==> src/rtl/mult_arbiter.sv <==
`default_nettype none
// ============================================================================
//  Module   : mult_arbiter
//  Purpose  : Round-robin arbiter and sequencer that shares one 8x8 sequential
//             multiplier among NREQ requesters. Operands are accepted over a
//             req/ack handshake, the multiplier is driven over its start/busy
//             interface, and each 16-bit product is returned with a
//             per-requester done pulse.
//  Ports    : clk_in, rst_in          clock / synchronous active-high reset
//             req_in[NREQ]            level request per requester
//             a_in, b_in[8*NREQ]      packed operands, slice i = [8i+7:8i]
//             ack_out[NREQ]           one-cycle operand-accept pulse
//             done_out[NREQ]          one-cycle product-ready pulse
//             y_out[16]               last captured product
//             busy_out                high whenever the FSM is not idle
//             mult_a_out, mult_b_out  operands to the multiplier
//             mult_start_out          start strobe to the multiplier
//             mult_busy_in            multiplier busy flag
//             mult_y_in[16]           multiplier product
//  Revision : 1.0  initial release
// ============================================================================
module mult_arbiter #(
    parameter int NREQ = 2
) (
    input  logic                clk_in,
    input  logic                rst_in,
    input  logic [NREQ-1:0]     req_in,
    input  logic [8*NREQ-1:0]   a_in,
    input  logic [8*NREQ-1:0]   b_in,
    output logic [NREQ-1:0]     ack_out,
    output logic [NREQ-1:0]     done_out,
    output logic [15:0]         y_out,
    output logic                busy_out,
    output logic [7:0]          mult_a_out,
    output logic [7:0]          mult_b_out,
    output logic                mult_start_out,
    input  logic                mult_busy_in,
    input  logic [15:0]         mult_y_in
);

    localparam int c_IDX_W = (NREQ > 2) ? 2 : 1;
    localparam logic [c_IDX_W-1:0] c_LAST_IDX = c_IDX_W'(NREQ - 1);

    localparam logic [1:0] c_ST_IDLE  = 2'd0;
    localparam logic [1:0] c_ST_START = 2'd1;
    localparam logic [1:0] c_ST_BUSY  = 2'd2;

    logic [1:0]          r_state;
    logic [c_IDX_W-1:0]  r_ptr;
    logic [c_IDX_W-1:0]  r_gnt;
    logic [NREQ-1:0]     r_ack;
    logic [NREQ-1:0]     r_done;
    logic [15:0]         r_y;
    logic                r_busy;
    logic [7:0]          r_mult_a;
    logic [7:0]          r_mult_b;
    logic                r_mult_start;

    logic                w_gnt_vld;
    logic [c_IDX_W-1:0]  w_gnt;
    logic [c_IDX_W-1:0]  w_ptr_nxt;
    logic [7:0]          w_a_sel;
    logic [7:0]          w_b_sel;

    // Requester index reached k steps above the pointer, wrapping modulo NREQ.
    function automatic logic [c_IDX_W-1:0] rr_idx(input logic [c_IDX_W-1:0] p,
                                                   input int k);
        int s;
        s = int'(p) + k;
        if (s >= NREQ) s = s - NREQ;
        return c_IDX_W'(s);
    endfunction

    // Scan from the farthest position back towards the pointer so that the
    // candidate closest to the pointer (in round-robin order) wins.
    always_comb begin
        w_gnt_vld = 1'b0;
        w_gnt     = '0;
        for (int k = NREQ - 1; k >= 0; k--) begin
            if (req_in[rr_idx(r_ptr, k)]) begin
                w_gnt_vld = 1'b1;
                w_gnt     = rr_idx(r_ptr, k);
            end
        end
    end

    always_comb begin
        w_ptr_nxt = (w_gnt == c_LAST_IDX) ? '0 : w_gnt + 1'b1;
        w_a_sel   = a_in[8*w_gnt +: 8];
        w_b_sel   = b_in[8*w_gnt +: 8];
    end

    always_ff @(posedge clk_in) begin
        if (rst_in) begin
            r_state      <= c_ST_IDLE;
            r_ptr        <= '0;
            r_gnt        <= '0;
            r_ack        <= '0;
            r_done       <= '0;
            r_y          <= '0;
            r_busy       <= 1'b0;
            r_mult_a     <= '0;
            r_mult_b     <= '0;
            r_mult_start <= 1'b0;
        end else begin
            // Handshake outputs are single-cycle pulses.
            r_ack  <= '0;
            r_done <= '0;
            case (r_state)
                c_ST_IDLE: begin
                    // The multiplier may still be busy from an operation this
                    // block did not track (e.g. shared reset release timing).
                    if (w_gnt_vld && !mult_busy_in) begin
                        r_mult_a     <= w_a_sel;
                        r_mult_b     <= w_b_sel;
                        r_mult_start <= 1'b1;
                        r_ack[w_gnt] <= 1'b1;
                        r_gnt        <= w_gnt;
                        r_ptr        <= w_ptr_nxt;
                        r_busy       <= 1'b1;
                        r_state      <= c_ST_START;
                    end
                end
                c_ST_START: begin
                    // The multiplier raises busy on the edge that sees start,
                    // so BUSY can begin watching it from the next cycle.
                    r_mult_start <= 1'b0;
                    r_state      <= c_ST_BUSY;
                end
                c_ST_BUSY: begin
                    if (!mult_busy_in) begin
                        r_y           <= mult_y_in;
                        r_done[r_gnt] <= 1'b1;
                        r_busy        <= 1'b0;
                        r_state       <= c_ST_IDLE;
                    end
                end
                default: begin
                    r_mult_start <= 1'b0;
                    r_busy       <= 1'b0;
                    r_state      <= c_ST_IDLE;
                end
            endcase
        end
    end

    assign ack_out        = r_ack;
    assign done_out       = r_done;
    assign y_out          = r_y;
    assign busy_out       = r_busy;
    assign mult_a_out     = r_mult_a;
    assign mult_b_out     = r_mult_b;
    assign mult_start_out = r_mult_start;

endmodule
`default_nettype wire

==> config.mk <==
export PLATFORM = sky130hd
export DESIGN_NAME = mult_arbiter
export DESIGN_NICKNAME = d
export VERILOG_FILES = /design/src/rtl/mult_arbiter.sv
export SDC_FILE = /design/constraint.sdc
export NUM_CORES = 1
export LEC_CHECK = 0
export ABC_AREA = 1
export BUFFER_PORTS_ARGS = -buffer_cell sky130_fd_sc_hd__buf_4
export CAP_MARGIN = 10
export CORE_MARGIN = 2
export CORE_UTILIZATION = 40
export CTS_BUF_LIST = sky130_fd_sc_hd__clkbuf_8 sky130_fd_sc_hd__clkbuf_16
export DETAILED_ROUTE_END_ITERATION = 8
export GPL_TIMING_DRIVEN = 0
export HOLD_SLACK_MARGIN = 0.15
export PLACE_DENSITY = 0.7
export SYNTH_ARGS = -nofsm -noshare
export SYNTH_HDL_FRONTEND = slang
export SYNTH_SLANG_ARGS = --single-unit
==> constraint.sdc <==
create_clock -name clk_in -period 2.3 [get_ports clk_in]
set_clock_uncertainty 0.1 [all_clocks]
set_input_delay 0.115 -clock clk_in [delete_from_list [all_inputs] [get_ports clk_in]]
set_output_delay 0.115 -clock clk_in [all_outputs]
set_load 0.02 [all_outputs]
==> key figures <==
CTS
  • Clock Root Buffer: clkbuf_8
  • # Post-CTS Setup Buffers: 0
  • Clock latency on the worst-skew pair: 290 ps
  • Max Buffers Root-to-Sink: 2
  • Clock sink total: 42
  • TritonCTS clock tree: done
  • Cts bufs inserted: 5
  • CTS clk-pin slew, worst paths: 80 ps
  • H-tree Lvls: 2

Routing
  • Met2 wire len: 2606 um
  • Met3 wire length: 478 um
  • Initial DRC Count: 109
  • Post-DRT Antenna Nets: 0
  • Vias: 2038
  • DRC viols: 0
  • Top Layer Used: met4
  • Drt first pass iters: 4
  • Routed WL per cell: 12.44 um
  • Vias per std cell: 4.751
  • WL final: 5338 um
  • Met1 wire length: 2181 um

Cells and area
  • Area growth syn-to-layout: 78.05%
  • # fillers: 312
  • Finished Layout Cells: 429
  • Fraction of layout cells with a size suffix above 1: 29.55%
  • Fin util: 74.78%
  • Fin nets: 432
  • Antenna cells: 0

STA
  • Setup-failing EPs final: 0
  • Setup_tns: 0 ps
  • RSZ-0062 raised after global routing: no
  • Final period util: 84.34%
  • Worst slew pin tran: 493.5 ps
  • Count of final hold-check violations: 0
  • Setup WS post-layout: 360.2 ps
  • Achievable Freq: 515.5 MHz
  • Hold slack final: 173.8 ps
  • Fin. max-slew vios: 0
  • Min Tclk post-route: 1940 ps
  • Slew margin rel.: 67.10%

Synth
  • Synth Register Bits: 42
  • Post-synth ARST share: 0%
  • Synth warn: 0
  • Post-synth top area cell: dfxtp_1
  • Mapped cell area: 1704 um2
  • Avg Inst Size Synth: 7.377 um2
  • Synth top area cells: dfxtp_1 49%, nand2_1 15%, a21oi_1 10%, o21ai_0 5.9%, nand3_1 5.6%
  • Post-Syn Nets: 284
  • Post-synthesis mux area share: 0%
  • Post-Synth Simple-Gate Area: 23.72%
  • Post-synth EDFFs: 0
  • Count of cell types in the netlist: 15
  • Largest family of logic cells by synthesized area: simple AND/OR/NAND/NOR gates
  • Synth top area share: 49.34%
  • Post-Synth XOR/XNOR Area: 0%
  • Cells after synthesis: 231
  • Post-synth top cells: 66 x nand2_1, 42 x dfxtp_1, 34 x a21oi_1
  • Top-count cell post-synth: nand2_1
  • Post-synthesis sequential area ratio: 49.34%
  • Most used DFF post-synth: dfxtp_1
  • Post-synthesis compound-gate area fraction: 15.86%
  • Adder-cell area share of the yosys netlist: 0%

Critical path
  • Kind of critical path: reg2reg
  • Critical Path Sink Type: flop
  • Worst Path Required: 2390 ps
  • Crit start category: flop
  • Crit path arrival time: 2030 ps
  • Crit Path Max Fanout: 10

Status
  • Run status: finished, final reports clean

Hold path
  • Hold Crit Class: in2reg

Floorplan
  • Die Footprint: 4798 um2
  • Starting density of the core: 42.00%
  • # rows: 23
  • Ports: 91
  • Core area: 4058 um2
  • Die width: 69.27 um
  • Die Ht: 69.27 um

GRT
  • Vias in the first global route: 1919
  • Pin count of the biggest net entering global routing: 13
  • GRT Overall Usage: 22.43%
  • First-pass GRT wire length: 8811 um
  • Antenna violations before repair: 0
  • Grt ovf: 0

Placed design
  • Routability congestion estimate: 0.7427
  • Placed cells: 370
  • Place WS: 933.7 ps
  • Port-buffer cells: 89
  • DP HPWL: 3172 um

Power and ir drop
  • P per Cell Area: 549.5 nW/um2
  • Leakage: 1.435 nW
  • VDD IR max: 378.7 uV

Run
  • Max Cap Viol: 0
[registers in the layout (all words and copies together), names as in the netlist]
name,count
y_out,16
mult_a_out,8
mult_b_out,8
ack_out,2
done_out,2
r_state,2
busy_out,1
mult_start_out,1
r_gnt,1
r_ptr,1
[layer usage]
metal  GRT usage (%)  vias to the layer above
met3           7.122                        8
met5               0                        -
met2           39.42                       97
met1           26.54                      905
li1                -                     1028
met4           5.229                        0
[cells by family after synthesis]
logic type,Yosys count
AND/OR/NAND/NOR,96
flip-flops,42
buffers and inverters,39
AO/OA/AOI/OAI,54
[worst max-delay path, stage by stage (launching register included)]
cell           delay (ps)
dfxtp_1               340
inv_1                  60
nand2_2               150
nand2_2               180
buf_6                 200
nand2_1                70
nand2_1                60
dlygate4sd3_1         550
nand2_1                70
a21oi_1                50
[placed cells by master (no fill, tap or decap)]
cell,count
clkbuf_1,4
buf_4,89
dfxtp_1,42
nor3b_1,1
buf_6,5
nand2_2,4
nor3_1,1
dlygate4sd3_1,52
inv_1,25
clkbuf_8,5
buf_2,4
nand2_1,66
o21ai_0,20
inv_2,1
nor2_2,2
a21oi_1,34
nand3_1,19
nor2_1,3
clkinv_2,2
[power by group]
part | leakage [nW] | internal, mW | total [mW] | switching (mW)
clock | 0.0438 | 0.204 | 0.446 | 0.242
combinational | 1.05 | 0.231 | 0.431 | 0.200
sequential | 0.343 | 0.769 | 0.790 | 0.0215
total | 1.43 | 1.20 | 1.67 | 0.463
[final timing paths]
| path | startpoint | endpoint | slack [ps] | cells after the start |
|---|---|---|---|---|
| hold reg to reg | y_out[1] | y_out[1] | 340 | 2 |
| hold / removal | mult_busy_in | mult_b_out[1] | 170 | 6 |
| setup / recovery | r_ptr | mult_a_out[3] | 360 | 9 |
| setup reg to reg | r_ptr | mult_a_out[3] | 360 | 9 |
[through the flow]
stage                     power, mW  instance area, um2
after floorplan              0.9845                1704
after global placement        1.141                2435
after detailed placement      1.144                2435
after CTS                     1.671                3034
after global routing          1.751                3034
final                         1.667                3034
[final cells by class]
cell class | count | area [um2] | share of cell area (%)
tap | 50 | 62.56 | 2.062
multi-input combinational | 150 | 674.4 | 22.23
buffer | 13 | 91.34 | 3.010
inverter | 26 | 97.59 | 3.216
sequential | 42 | 840.8 | 27.71
timing repair buffer | 141 | 1189 | 39.18
clock buffer | 5 | 68.82 | 2.268
clock inverter | 2 | 10.01 | 0.3299
[timing repair]
item                                   CTS  global route
hold buffers                            52             0
setup endpoints to repair                0             0
endpoints found under the hold margin   34             0
resized for setup                        0             0
No activity file was read; power rests on OpenSTA's default activity.
